<file path="config.mk">
export PLATFORM = sky130hd
export DESIGN_NAME = eth_rx
export DESIGN_NICKNAME = d
export VERILOG_FILES = /design/src/rtl/eth_rx.sv
export SDC_FILE = /design/constraint.sdc
export NUM_CORES = 1
export LEC_CHECK = 0
export ABC_AREA = 1
export CAP_MARGIN = 20
export CORE_ASPECT_RATIO = 0.6
export CORE_MARGIN = 3
export CORE_UTILIZATION = 26
export DETAILED_ROUTE_END_ITERATION = 10
export GPL_ROUTABILITY_DRIVEN = 0
export HOLD_SLACK_MARGIN = 0.1
export PLACE_DENSITY = 0.49
export SETUP_SLACK_MARGIN = 0.15
export SLEW_MARGIN = 20
export SYNTH_ARGS = -nofsm -noshare
export SYNTH_HDL_FRONTEND = slang
export SYNTH_SLANG_ARGS = --single-unit
export TNS_END_PERCENT = 1
</file>
<file path="constraint.sdc">
create_clock -name clk -period 2.04 [get_ports clk]
set_input_delay 0.408 -clock clk [delete_from_list [all_inputs] [get_ports clk]]
set_output_delay 0.408 -clock clk [all_outputs]
set_load 0.005 [all_outputs]
</file>
<file path="src/rtl/eth_rx.sv">
// eth_rx: 10BASE-T Manchester receiver. Recovers bits from mid-bit edges, hunts for the
// preamble/SFD, writes payload bytes to a BRAM port and reports length, FCS and alignment.
module eth_rx #(
    parameter int CLKS_PER_BIT = 8,
    parameter int MIN_PREAMBLE = 16
) (
    input  logic        clk,
    input  logic        rst_n,
    input  logic        rx_p,
    output logic        bram_wr_en,
    output logic [9:0]  bram_wr_addr,
    output logic [7:0]  bram_wr_data,
    output logic        rx_busy,
    output logic        rx_done,
    output logic [10:0] rx_len,
    output logic        rx_crc_ok,
    output logic        rx_err,
    output logic [1:0]  dbg_state
);
    localparam int TW = $clog2(2 * CLKS_PER_BIT + 1);
    localparam int PW = $clog2(MIN_PREAMBLE + 1);
    localparam logic [TW-1:0] T_SAT = TW'(2 * CLKS_PER_BIT);
    localparam logic [TW-1:0] T_MID = TW'((3 * CLKS_PER_BIT) / 4);
    localparam logic [TW-1:0] T_EOC = TW'((3 * CLKS_PER_BIT) / 2);
    localparam logic [PW-1:0] P_MIN = PW'(MIN_PREAMBLE);
    localparam logic [31:0] CRC_POLY    = 32'h04C1_1DB7;
    localparam logic [31:0] CRC_RESIDUE = 32'hC704_DD7B;
    localparam logic [10:0] LEN_MAX     = 11'd1024;

    typedef enum logic [1:0] {
        IDLE     = 2'd0,
        PREAMBLE = 2'd1,
        DATA     = 2'd2,
        DONE     = 2'd3
    } state_t;

    state_t state_q, state_d;

    logic          sync1_q, sync2_q, level_q;
    logic [TW-1:0] timer_q;
    logic          prev_bit_q;
    logic [PW-1:0] pre_cnt_q;
    logic [6:0]    shift_q;
    logic [2:0]    bit_cnt_q;
    logic [10:0]   byte_cnt_q;
    logic          ovf_q;
    logic [31:0]   crc_q;

    logic        edge_det, mid_edge, eoc, bit_val, sfd;
    logic [7:0]  byte_next;
    logic [31:0] crc_next;

    // Edges closer than 3/4 bit to the last mid-bit edge are cell boundaries.
    assign bit_val   = sync2_q;
    assign edge_det  = sync2_q ^ level_q;
    assign mid_edge  = edge_det && ((state_q == IDLE) || (timer_q >= T_MID));
    assign eoc       = (timer_q >= T_EOC);
    assign sfd       = (state_q == PREAMBLE) && mid_edge && bit_val && prev_bit_q &&
                       (pre_cnt_q >= P_MIN);
    assign byte_next = {bit_val, shift_q};
    assign crc_next  = {crc_q[30:0], 1'b0} ^ ((bit_val ^ crc_q[31]) ? CRC_POLY : 32'h0);

    always_ff @(posedge clk or negedge rst_n) begin
        if (!rst_n) begin
            sync1_q <= 1'b0;
            sync2_q <= 1'b0;
            level_q <= 1'b0;
            timer_q <= '0;
            state_q <= IDLE;
        end else begin
            sync1_q <= rx_p;
            sync2_q <= sync1_q;
            level_q <= sync2_q;
            state_q <= state_d;
            if (mid_edge) begin
                timer_q <= '0;
            end else if (timer_q != T_SAT) begin
                timer_q <= timer_q + TW'(1);
            end
        end
    end

    always_comb begin
        state_d   = state_q;
        rx_done   = 1'b0;
        rx_busy   = 1'b0;
        dbg_state = state_q;
        unique case (state_q)
            IDLE: begin
                if (edge_det) state_d = PREAMBLE;
            end
            PREAMBLE: begin
                rx_busy = 1'b1;
                if (mid_edge) begin
                    if (sfd) state_d = DATA;
                end else if (eoc) begin
                    state_d = IDLE;
                end
            end
            DATA: begin
                rx_busy = 1'b1;
                if (!mid_edge && eoc) state_d = DONE;
            end
            DONE: begin
                rx_done = 1'b1;
                state_d = IDLE;
            end
            default: state_d = IDLE;
        endcase
    end

    // bram_wr_en is a single-cycle strobe with no backpressure: addr/data are valid
    // only in the cycle it is high, and the sink must accept every strobe.
    always_ff @(posedge clk or negedge rst_n) begin
        if (!rst_n) begin
            prev_bit_q   <= 1'b0;
            pre_cnt_q    <= '0;
            shift_q      <= '0;
            bit_cnt_q    <= '0;
            byte_cnt_q   <= '0;
            ovf_q        <= 1'b0;
            crc_q        <= '0;
            bram_wr_en   <= 1'b0;
            bram_wr_addr <= '0;
            bram_wr_data <= '0;
            rx_len       <= '0;
            rx_crc_ok    <= 1'b0;
            rx_err       <= 1'b0;
        end else begin
            bram_wr_en <= 1'b0;
            unique case (state_q)
                IDLE: begin
                    if (edge_det) begin
                        prev_bit_q <= bit_val;
                        pre_cnt_q  <= PW'(1);
                    end
                end
                PREAMBLE: begin
                    if (mid_edge) begin
                        prev_bit_q <= bit_val;
                        if (sfd) begin
                            crc_q      <= '1;
                            bit_cnt_q  <= '0;
                            byte_cnt_q <= '0;
                            ovf_q      <= 1'b0;
                        end else if (bit_val != prev_bit_q) begin
                            if (pre_cnt_q != P_MIN) pre_cnt_q <= pre_cnt_q + PW'(1);
                        end else begin
                            pre_cnt_q <= PW'(1);
                        end
                    end
                end
                DATA: begin
                    if (mid_edge) begin
                        shift_q   <= byte_next[7:1];
                        bit_cnt_q <= bit_cnt_q + 3'd1;
                        crc_q     <= crc_next;
                        if (bit_cnt_q == 3'd7) begin
                            if (byte_cnt_q != LEN_MAX) begin
                                bram_wr_en   <= 1'b1;
                                bram_wr_addr <= byte_cnt_q[9:0];
                                bram_wr_data <= byte_next;
                                byte_cnt_q   <= byte_cnt_q + 11'd1;
                            end else begin
                                ovf_q <= 1'b1;
                            end
                        end
                    end else if (eoc) begin
                        // Results are latched here so they are valid during DONE and held after.
                        rx_len    <= byte_cnt_q;
                        rx_crc_ok <= (crc_q == CRC_RESIDUE) && (byte_cnt_q >= 11'd4);
                        rx_err    <= ovf_q || (bit_cnt_q != 3'd0);
                    end
                end
                default: ;
            endcase
        end
    end
endmodule

</file>
Word-level counts from Yosys, hierarchy flattened:

Index checks and enable logic that the tools add are counted.

* register bits: 102
* word-level logic and storage cells: 120

* add/subtract/negate cells: 4
* order comparisons: 4
* eq/ne operators: 21
* mux-type cells: 44
* bitwise logic cells: 4
* reduce and logical (&&, ||, !) cells: 25

Operators by type and width (count)
* 32-bit two-way mux: 3
* 32-bit one-hot mux with 2 select lines: 1
* 11-bit two-way mux: 5
* 5-bit two-way mux: 7
* 32-bit == test (second input constant): 1
* 32-bit by 27-bit bitwise XOR with 32-bit output: 1
* 27-bit two-way mux: 1
* 11-bit one-hot mux with 2 select lines: 1
* 2-bit != test (second input constant): 9
* 1-bit two-way mux: 13
* 4-bit AND reduction: 3
* 6-bit AND reduction: 2
* 11-bit by 1-bit adder with 11-bit output (second input constant): 1
* 11-bit by 3-bit >= comparator with 1-bit output (second input constant): 1
* 11-bit != test (second input constant): 1
* 5-bit by 1-bit adder with 5-bit output (second input constant): 2
* 2-bit two-way mux: 5
* 5-bit != test (second input constant): 2
* 5-bit one-hot mux with 2 select lines: 1
* 3-bit two-way mux: 3
* 2-bit one-hot mux with 4 select lines: 1
* 1-bit logical AND: 7
* 3-bit != test (second input constant): 2
* 3-bit one-hot mux with 2 select lines: 1
* other kinds (21): 28

Longest topological paths before layout:

* word-level depth: 10
* mapped depth: 12

Worst setup path after synthesis:

OpenSTA, ideal clock, no wires.

* path type: reg2reg
* start point: reg state_q[0], in the netlist dbg_state[0]
* end point: reg crc_q[0]
* arrival time: 1.703 ns
* data required time: 1.911 ns
* setup slack: 0.208 ns
* stages on the path, launching flop included: 12
* path buffers: 1
* clock period less this slack: 1.832 ns
* cell sequence: dfrtp_1 inv_1 ha_1 inv_1 nand2_1 o21ai_4 nor2_8 nand2_2 nand2_4 buf_4 o21ai_0 o21ai_0

* cells in the longest elaborated chain, start to end: 9
* elaborated cells between the ends (all ways): 15

Ends and longest elaborated chain
* start, declared: line 37 `state_t state_q, state_d;`
* start signal, assigned: line 74 `state_q <= state_d;`
* 2-bit zero test: line 56 `assign mid_edge = edge_det && ((state_q == IDLE) || (timer_q >= T_MID));`
* 1-bit logical OR: line 56
* 1-bit logical AND: line 56
* 1-bit logical AND (4 in a row): line 58 `assign sfd = (state_q == PREAMBLE) && mid_edge && bit_val && prev_bit_q &&`
* 2-bit != test (no source line)
* 4-bit AND reduction (no source line)
* end signal, assigned: line 157 `crc_q <= crc_next;`
* end, declared: line 47 `logic [31:0] crc_q;`

Parallel ways exist; a longest one is shown, timed or not.
A chain may end at the register's enable or synchronous reset.

Final worst setup path:

* start point: reg state_q[0], in the netlist dbg_state[0]
* end point: reg crc_q[24]

The elaborated chain is that of the path after synthesis.

==> flow_summary.toml <==
[route]
viasPerCell = 4.54
ant_nets = 0
drc = 0
post_drt_wl_per_cell_um = 13.8
routed_wl_um = 12900
drtIter0Drc = 317
vias = 4257
dr.pass1.iters = 4

[floorplanning]
die_y_um = 114
initial_core_util_pct = 27.2
dieArea_um2 = 21100
row_count = 38
core-area_um2 = 18500
dieWidth_um = 186
ios = 39

[cells_and_area]
layout-drive-gt1-share_pct = 13.6
fillCellCount = 1925
n_antenna_cell = 0
design_area_um2 = 6420
nets = 711
fin_cells = 938
syn2layout_area_growth_pct = 27.6

[yosys]
synth_fp_nets = 631
muxShareOfSynthArea_pct = 0
synth_cell_type_count = 34
synth_xor_area_share_pct = 1.39
synth_cells = 613
synth_compound_area_share_pct = 9.57
synth_adder_area_share_pct = 3.73
synthSimpleGateAreaFrac_pct = 27.0
synth_top_family_by_area = "simple AND/OR/NAND/NOR gates"
ys_ff_latch = 102
synth_seq_area_share_pct = 50.7
netlist_area_um2 = 5030
ys_warn_count = 0
syn_area_per_cell_um2 = 8.21

[clock_network]
cts.sinks = 102
clock_latency_ns = 0.35
cts_tree = "built"
cts_root_buffer = "clkbuf_16"
cts_htree_levels = 3
path_clk_slew_ns = 0.08
clockBufferDepth = 2
cts_buffers = 9

[min_path]
hp-start = "sync1_q"
min_path_type = "register to register"

[sta]
finalSetupViolCount = 0
fin_crit_sh_pct = 92.1
layout_min_cycle_time_ns = 1.88
setup_tns_ns = 0
clock.fmax_ghz = 0.532
slew_headroom_pct = 60.4
worstMarginPinSlew_ns = 0.593
rsz0062_at_grt = "true"
worst_slack_ns = 0.162
hold_viol = 0
finClkSkew_ns = 0.0102
hold_slack_ns = 0.365
slew_violations = 0

[setup_path]
cpPeakStageDelay_ns = 0.35
path_cells = "inv_1, ha_1, inv_1, nand2_2, o21ai_4, nor2_8, buf_6, nand2_4, nand2_8, clkbuf_16, o21ai_0, nand2_1"
critPathTopFamily = "buffers and inverters"
worstPathArrival_ns = 2.12
r2r-start = "dbg_state[0]"
path_buf_inv = 4
required_ns = 2.28
criticalPathCategory = "register to register"
crit_top_cell = "inv_1"
path_max_fanout = 12
cp-start-kind = "register"
worstSetupEndpointType = "register"
cpMaxStageDelayCell = "dfrtp_1"
startpoint = "dbg_state[0]"

[job]
cap_violations = 0

[global_routing]
grt_max_degree = 52
gr-usage-all-layers_pct = 12.4
grt_pass1_wl_um = 21100
antenna_found_initial = 0
grt_overflow = 0
grt_pass1_vias = 4116

[status]
run_status = "finished clean"

[power]
power_density_nw_per_um2 = 1060
ir_worst_vdd_mv = 0.587
p_leak_nw = 3.06

[place]
dpl_cell_area_um2 = 5920
dpl.cell_count = 911
dpl.hpwl_um = 8700
pre_cts_ws_ns = -0.224
io_buffers = 38
-- sequential cells by signal, indices dropped and copies added, names as in the netlist, named ones only --
register	flops
crc_q	32
byte_cnt_q	11
rx_len	11
bram_wr_addr	10
bram_wr_data	8
shift_q	7
pre_cnt_q	5
timer_q	5
bit_cnt_q	3
bit_val	1
bram_wr_en	1
dbg_state	1
level_q	1
ovf_q	1
prev_bit_q	1
rx_crc_ok	1
rx_err	1
sync1_q	1
-- cells in the final DEF, fill, tap and decap left out, types with 3 or more instances in the layout --
cell type / n
a21oi_1: 15
buf_4: 46
buf_6: 3
clkbuf_16: 11
clkdlybuf4s50_1: 35
dfrtp_1: 102
ha_1: 14
inv_1: 57
inv_6: 3
nand2_1: 179
nand2_2: 3
nand2_4: 4
nand3_1: 37
nand4_1: 14
nor2_1: 47
nor3_1: 14
o21ai_0: 47
o21ai_1: 24
or2_2: 3
xnor2_1: 3
xor2_1: 5
-- worst register-to-register path, cell delays in order, from the launching register on --
cell and delay (ns):
dfrtp_1 0.35, inv_1 0.07, ha_1 0.21, inv_1 0.08
nand2_2 0.08, o21ai_4 0.21, nor2_8 0.06, buf_6 0.15
nand2_4 0.09, nand2_8 0.12, clkbuf_16 0.20, o21ai_0 0.09
nand2_1 0.07
-- logic make-up (layout without fill, tap and decap cells) --
| logic type | after synthesis | in the layout |
|---|---|---|
| compound gates | 92 | 92 |
| xor+xnor | 8 | 8 |
| fa+ha+maj | 15 | 15 |
| buf+inv | 86 | 168 |
| flops | 102 | 102 |
| simple gates | 310 | 313 |
-- layout make-up --
cell class	count	area (um^2)	share of cell area, %
clock buffers	10	239	3.72
clock inverters	6	52.6	0.819
inverters	60	228	3.55
multi-input cells	428	2170	33.8
flip-flops and latches	102	2550	39.8
well taps	240	300	4.68
repair buffers	92	878	13.7
-- cell usage after synthesis --
cell | n | area, um^2
a21oi_1 | 16 | 80.1
a21oi_2 | 1 | 8.76
a31oi_1 | 1 | 6.26
buf_2 | 10 | 50.1
buf_4 | 6 | 45.0
buf_6 | 3 | 33.8
clkbuf_1 | 7 | 26.3
dfrtp_1 | 102 | 2550
ha_1 | 15 | 188
inv_1 | 57 | 214
inv_2 | 2 | 7.51
inv_4 | 1 | 6.26
nand2_1 | 181 | 679
nand2_2 | 4 | 25.0
nand2_4 | 1 | 11.3
nand3_1 | 36 | 180
nand3_2 | 2 | 20.0
nand3b_1 | 1 | 7.51
nand4_1 | 14 | 87.6
nand4_4 | 1 | 21.3
nor2_1 | 47 | 176
nor2_2 | 1 | 6.26
nor2_4 | 1 | 11.3
nor2_8 | 1 | 20.0
nor3_1 | 14 | 70.1
nor3b_1 | 2 | 15.0
o21ai_0 | 48 | 240
o21ai_1 | 23 | 115
o21ai_4 | 1 | 16.3
o31ai_1 | 2 | 15.0
or2_1 | 1 | 6.26
or2_2 | 3 | 18.8
xnor2_1 | 3 | 26.3
xor2_1 | 5 | 43.8
-- stage by stage --
| stage | utilization [%] | total power [mW] |
|---|---|---|
| 6_report | 34.7 | 6.79 |
| 3_3_place_gp | 32.0 | 4.89 |
| 3_5_place_dp | 32.0 | 4.96 |
| 5_1_grt | 34.7 | 7.28 |
| 4_1_cts | 34.0 | 6.77 |
| 2_1_floorplan | - | 4.14 |
-- what timing repair did --
action / in CTS / in global routing
gates cloned: 2 / 4
endpoints found under the hold margin: 26 / 0
hold buffers: 1 / 0
buffers inserted: 0 / 4
endpoints found under the setup margin: 69 / 86
gates resized for setup: 8 / 9
pin swaps: 2 / 3
-- final timing paths --
| path | end | cells after the start | slack, ns |
|---|---|---|---|
| min in group asynchronous | bram_wr_data[0] | 2 | 0.52 |
| hold / removal | bit_val | 0 | 0.37 |
| max in group asynchronous | crc_q[12] | 3 | 0.89 |
| hold reg to reg | bit_val | 0 | 0.37 |
| setup / recovery | crc_q[24] | 12 | 0.16 |
| setup reg to reg | crc_q[24] | 12 | 0.16 |
-- where the power goes --
group          total, mW  switching (mW)  internal (mW)
combinational       2.33            1.43          0.903
clock               1.73           0.843          0.885
sequential          2.73           0.282           2.45
-- metal layers --
layer / part of all wire [%] / vias up / routed length (um) / global-route usage [%]
li1: - / 2130 / - / -
met1: 53 / 2033 / 6840 / 19.4
met2: 41 / 85 / 5280 / 17.2
met3: 5.5 / 9 / 707 / 2.93
met4: 0.90 / 0 / 116 / 3.02
met5: 0 / - / 0 / 0
Note: power is estimated with default switching activity, not from simulation.
